$ cat src/rtl/ram_stream_reader.sv
// Streams len consecutive words out of a synchronous-read RAM onto a valid/ready
// port. A 2-entry FIFO plus credit-gated issue keeps RAM data safe under backpressure.
module ram_stream_reader #(
  parameter int AWIDTH = 3,
  parameter int DWIDTH = 32
) (
  input  logic              clock,
  input  logic              reset,
  input  logic              start,
  input  logic [AWIDTH-1:0] base_addr,
  input  logic [AWIDTH:0]   len,
  output logic              busy,
  output logic              done,
  output logic [AWIDTH-1:0] ram_addr,
  output logic [DWIDTH-1:0] ram_din,
  output logic              ram_we,
  input  logic [DWIDTH-1:0] ram_dout,
  output logic [DWIDTH-1:0] out_data,
  output logic              out_valid,
  input  logic              out_ready,
  output logic              out_last
);
  localparam int DEPTH = 1 << AWIDTH;
  localparam logic [AWIDTH:0] DEPTH_L = (AWIDTH+1)'(DEPTH);

  typedef enum logic [1:0] {IDLE, READ, DRAIN, DONE} state_t;
  typedef struct packed {
    logic              last;
    logic [DWIDTH-1:0] data;
  } beat_t;

  state_t            state;
  logic [AWIDTH-1:0] base_q, addr_q, issue_addr;
  logic [AWIDTH:0]   len_q, issued;
  logic              inflight, inflight_last;
  beat_t             head, tail, din_beat;
  logic [1:0]        count;
  logic [2:0]        credit;
  logic              pop, push, issue, issue_last;

  assign ram_din  = '0;
  assign ram_we   = 1'b0;

  assign out_valid = (count != 2'd0);
  assign out_data  = head.data;
  assign out_last  = head.last & out_valid;
  assign busy      = (state == READ) || (state == DRAIN);
  assign done      = (state == DONE);

  assign pop  = out_valid & out_ready;
  assign push = inflight;
  // Slots already owed: entries held plus the word on its way back from the RAM.
  assign credit     = {1'b0, count} + {2'b0, inflight} - {2'b0, pop};
  assign issue      = (state == READ) && (issued != len_q) && (credit < 3'd2);
  assign issue_last = (issued + (AWIDTH+1)'(1)) == len_q;
  assign issue_addr = base_q + issued[AWIDTH-1:0];
  // The RAM latches the address at the end of the issue cycle, so drive it now.
  assign ram_addr   = issue ? issue_addr : addr_q;
  assign din_beat   = '{last: inflight_last, data: ram_dout};

  always_ff @(posedge clock) begin
    if (reset) begin
      state         <= IDLE;
      base_q        <= '0;
      addr_q        <= '0;
      len_q         <= '0;
      issued        <= '0;
      inflight      <= 1'b0;
      inflight_last <= 1'b0;
      head          <= '0;
      tail          <= '0;
      count         <= '0;
    end else begin
      case (state)
        IDLE: if (start) begin
          base_q <= base_addr;
          len_q  <= (len > DEPTH_L) ? DEPTH_L : len;
          issued <= '0;
          state  <= (len == '0) ? DONE : READ;
        end
        READ: if (issue) begin
          issued <= issued + (AWIDTH+1)'(1);
          if (issue_last) state <= DRAIN;
        end
        DRAIN: if (!inflight && count == 2'd0) state <= DONE;
        default: state <= IDLE;
      endcase

      if (issue) addr_q <= issue_addr;
      inflight      <= issue;
      inflight_last <= issue & issue_last;

      case ({push, pop})
        2'b10: begin
          if (count == 2'd0) head <= din_beat;
          else               tail <= din_beat;
          count <= count + 2'd1;
        end
        2'b01: begin
          head  <= tail;
          count <= count - 2'd1;
        end
        2'b11: begin
          if (count == 2'd1) head <= din_beat;
          else begin
            head <= tail;
            tail <= din_beat;
          end
        end
        default: ;
      endcase
    end
  end
endmodule

$ cat config.mk
export PLATFORM = sky130hd
export DESIGN_NAME = ram_stream_reader
export DESIGN_NICKNAME = d
export VERILOG_FILES = /design/src/rtl/ram_stream_reader.sv
export SDC_FILE = /design/constraint.sdc
export NUM_CORES = 1
export LEC_CHECK = 0
export BUFFER_PORTS_ARGS = -buffer_cell sky130_fd_sc_hd__buf_2
export CELL_PAD_IN_SITES_DETAIL_PLACEMENT = 1
export CELL_PAD_IN_SITES_GLOBAL_PLACEMENT = 1
export CORE_MARGIN = 5
export CORE_UTILIZATION = 35
export DETAILED_ROUTE_END_ITERATION = 10
export GPL_TIMING_DRIVEN = 1
export PLACE_DENSITY_LB_ADDON = 0.3
export SLEW_MARGIN = 15
export SYNTH_ARGS = -nofsm -noshare
export SYNTH_HDL_FRONTEND = slang
export SYNTH_SLANG_ARGS = --single-unit
$ cat constraint.sdc
create_clock -name clock -period 2.8 [get_ports clock]
set_input_delay 0.42 -clock clock [delete_from_list [all_inputs] [get_ports clock]]
set_output_delay 0.42 -clock clock [all_outputs]
set_load 0.1 [all_outputs]
==> results.ini <==
[synth]
synth_area_leaders=dfxtp_1, buf_4, mux2i_1
synthMostInstantiatedCell=dfxtp_1
synth_edf_count=0
synth_top_area_cell=dfxtp_1
ys_ff_latch=86
yosys-top-cells-count=dfxtp_1, nor2_1, buf_4
synth_area_per_cell_sq_um=9.06
ys_warn_count=0
synthesis.area_sq_mm=0.00431
async_flop_share_pct=0
ys.flop_type=dfxtp_1
synth_top_area_share_pct=39.9
syn_inst=476
synth_cell_types=46
ys_seq_area_share_pct=39.9

[drt]
vias=3353
initialDrtViolationCount=113
wl_um=10500
post-route-drc-count=0
drt_first_pass_iters=4
routedWlPerCell_um=15.0
viasPerCell=4.79
antenna_left=0

[power_and_ir_drop]
finalPower_mw=5.85
peakVddDrop_v=0.000573
p_per_area_mw_per_mm2=1160
p_leak_nw=2.01

[placed_design]
post-place-ws_ns=-0.132
hpwlAfterDp_um=7180
portBuffers=81
finalWeightedCongestion=0.771

[critical_path]
rrSetupSlack_ns=0.38
r2r_cells=13
cpMaxStageDelayCell=fa_2
required_ns=2.38
path_cells=inv_4 -> ha_4 -> inv_12 -> nand2_8 -> inv_4 -> nor2_4 -> o21ai_2 -> fa_2 -> and3_4 -> nand2_4 -> or2_4 -> nand2_8 -> buf_12
regToRegEndpoint=issued[0]
crit_arrival_ns=2.57
critPathCaptureType=output port
worst_setup_path_start_kind=flop
r2r_start=count[1]
critPathMaxFanout=4
critPathMaxStageDelay_ns=0.53
path_class=reg -> out

[timing]
rsz0062_at_grt=yes
slew_viol_final=0
hold_ws_ns=0.317
worst_slew_pin_slew_ns=0.677
slew_headroom_pct=54.9
setup_viol=3
final-hold-violation-count=0
min_period_ns=2.99
clock.fmax_mhz=334
skew_ns=0.00769
period_share_pct=107
fin_ws_ns=-0.192

[flow_run]
cap_violations=0

[grt]
grt_pass1_wl_um=17000
first_global_vias=3384
grt_antenna_before_repair=0
grt_usage_pct=14.7
grt-ovfl-total=0
grt_max_degree=67

[clock_network]
cts_hold_buf=0
cts_tree=yes
path_clk_slew_ns=0.06
cts-root-buf=clkbuf_16
cts_buffers=9
clock_sinks=86
clk_path_buf_depth=2
clock_latency_ns=0.34
htreeDepth=3

[min_path]
whs_endpoint=base_q[2]
hold_start=base_addr[2]
hold_path.class=in -> reg
holdPathStages=3

[run_status]
violations=setup timing
status=complete, but fails checks

[cells_and_area]
area_delta_synth_final_pct=17.3
drive_gt1_share_pct=26.5
fin_util_pct=41.9
nFillCells=1400
antenna_cells=0
layout.nets=582

[floorplanning]
die_y_um=121
die-width_um=121
ios=115
core_sq_mm=0.0121
num_rows=40
start_util_pct=35.8
dieArea_sq_mm=0.0146

how the worst max path moves through the flow:
| stage | from | to | slack [ns] |
|---|---|---|---|
| 4_1_cts | count[1] | ram_addr[1] | -0.26 |
| 6_report | count[1] | ram_addr[1] | -0.19 |
| 5_1_grt | count[1] | ram_addr[1] | -0.29 |
| 2_1_floorplan | count[0] | ram_addr[0] | 0.009 |
| 3_3_place_gp | count[0] | ram_addr[1] | 0.04 |
| 3_5_place_dp | count[0] | ram_addr[1] | -0.13 |
worst max-delay path, delay by kind of cell (launching register included):
family / cells / cell delay, ns
AOI/OAI and AO/OA: 1 / 0.08
adders and majority gates: 2 / 0.71
buffers and inverters: 4 / 0.30
DFF: 1 / 0.35
and+or+nand+nor: 6 / 0.78
placed cells by master (no fill, tap or decap), drive strengths merged, types with 3 or more instances in the layout:
| cell | count |
|---|---|
| nor2b | 3 |
| conb | 33 |
| clkinvlp | 3 |
| dfxtp | 86 |
| and2 | 4 |
| inv | 12 |
| xnor2 | 7 |
| nand2 | 22 |
| clkbuf | 10 |
| xor2 | 5 |
| mux2i | 35 |
| nor2 | 75 |
| or2 | 4 |
| a21oi | 11 |
| ha | 10 |
| buf | 101 |
| o21ai | 3 |
| nand3b | 7 |
| a22oi | 34 |
| a211oi | 35 |
| nand3 | 4 |
cell families after synthesis:
kind of cell	share of synthesized area [%]
compound gates	16.0
buf+inv	15.7
flops	39.9
mux	8.65
xor+xnor	2.44
simple gates	13.4
other cells	0.0869
fa+ha+maj	3.83
report_power, final:
group | internal [mW] | switching [mW]
registers | 1.45 | 0.135
clock network | 0.628 | 0.505
logic | 0.731 | 2.40
total | 2.80 | 3.04
per-stage QoR:
step	area (sq um)	setup TNS [ns]	instances
after global placement	4640	0	676
after floorplan	4500	0	508
after detailed placement	4640	-0.260	676
final	5060	-0.567	700
after CTS	5020	-0.726	696
after global routing	5060	-0.846	700
flip-flops by register name, summed over array words and instances (netlist names):
signal	flops
count	2
base_q	3
inflight_last	1
addr_q	3
state	2
head	1
inflight	1
tail	33
issued	4
len_q	4
out_data	32
per-layer routing:
metal	up-vias	share of wire, %	track usage (%)
met1	1594	45	18.5
li1	1657	-	-
met5	-	0	0
met2	87	48	23.5
met3	15	5.6	3.45
met4	0	2.0	6.94
layout make-up:
type / instances / area, sq um / share of cell area (%)
multi-input cells: 318 / 2150 / 42.6
flip-flops and latches: 86 / 1730 / 34.1
repair buffers: 101 / 621 / 12.3
clock buffers: 10 / 239 / 4.73
well taps: 168 / 210 / 4.16
inverters: 11 / 61.3 / 1.21
clock inverters: 6 / 45.0 / 0.891
timing repair:
item                                    4_1_cts  5_1_grt
gates resized for setup                      19        1
pin swaps                                     7        4
buffers inserted                              4        4
endpoints found under the setup margin        3        3
Note: power is estimated with default switching activity, not from simulation.
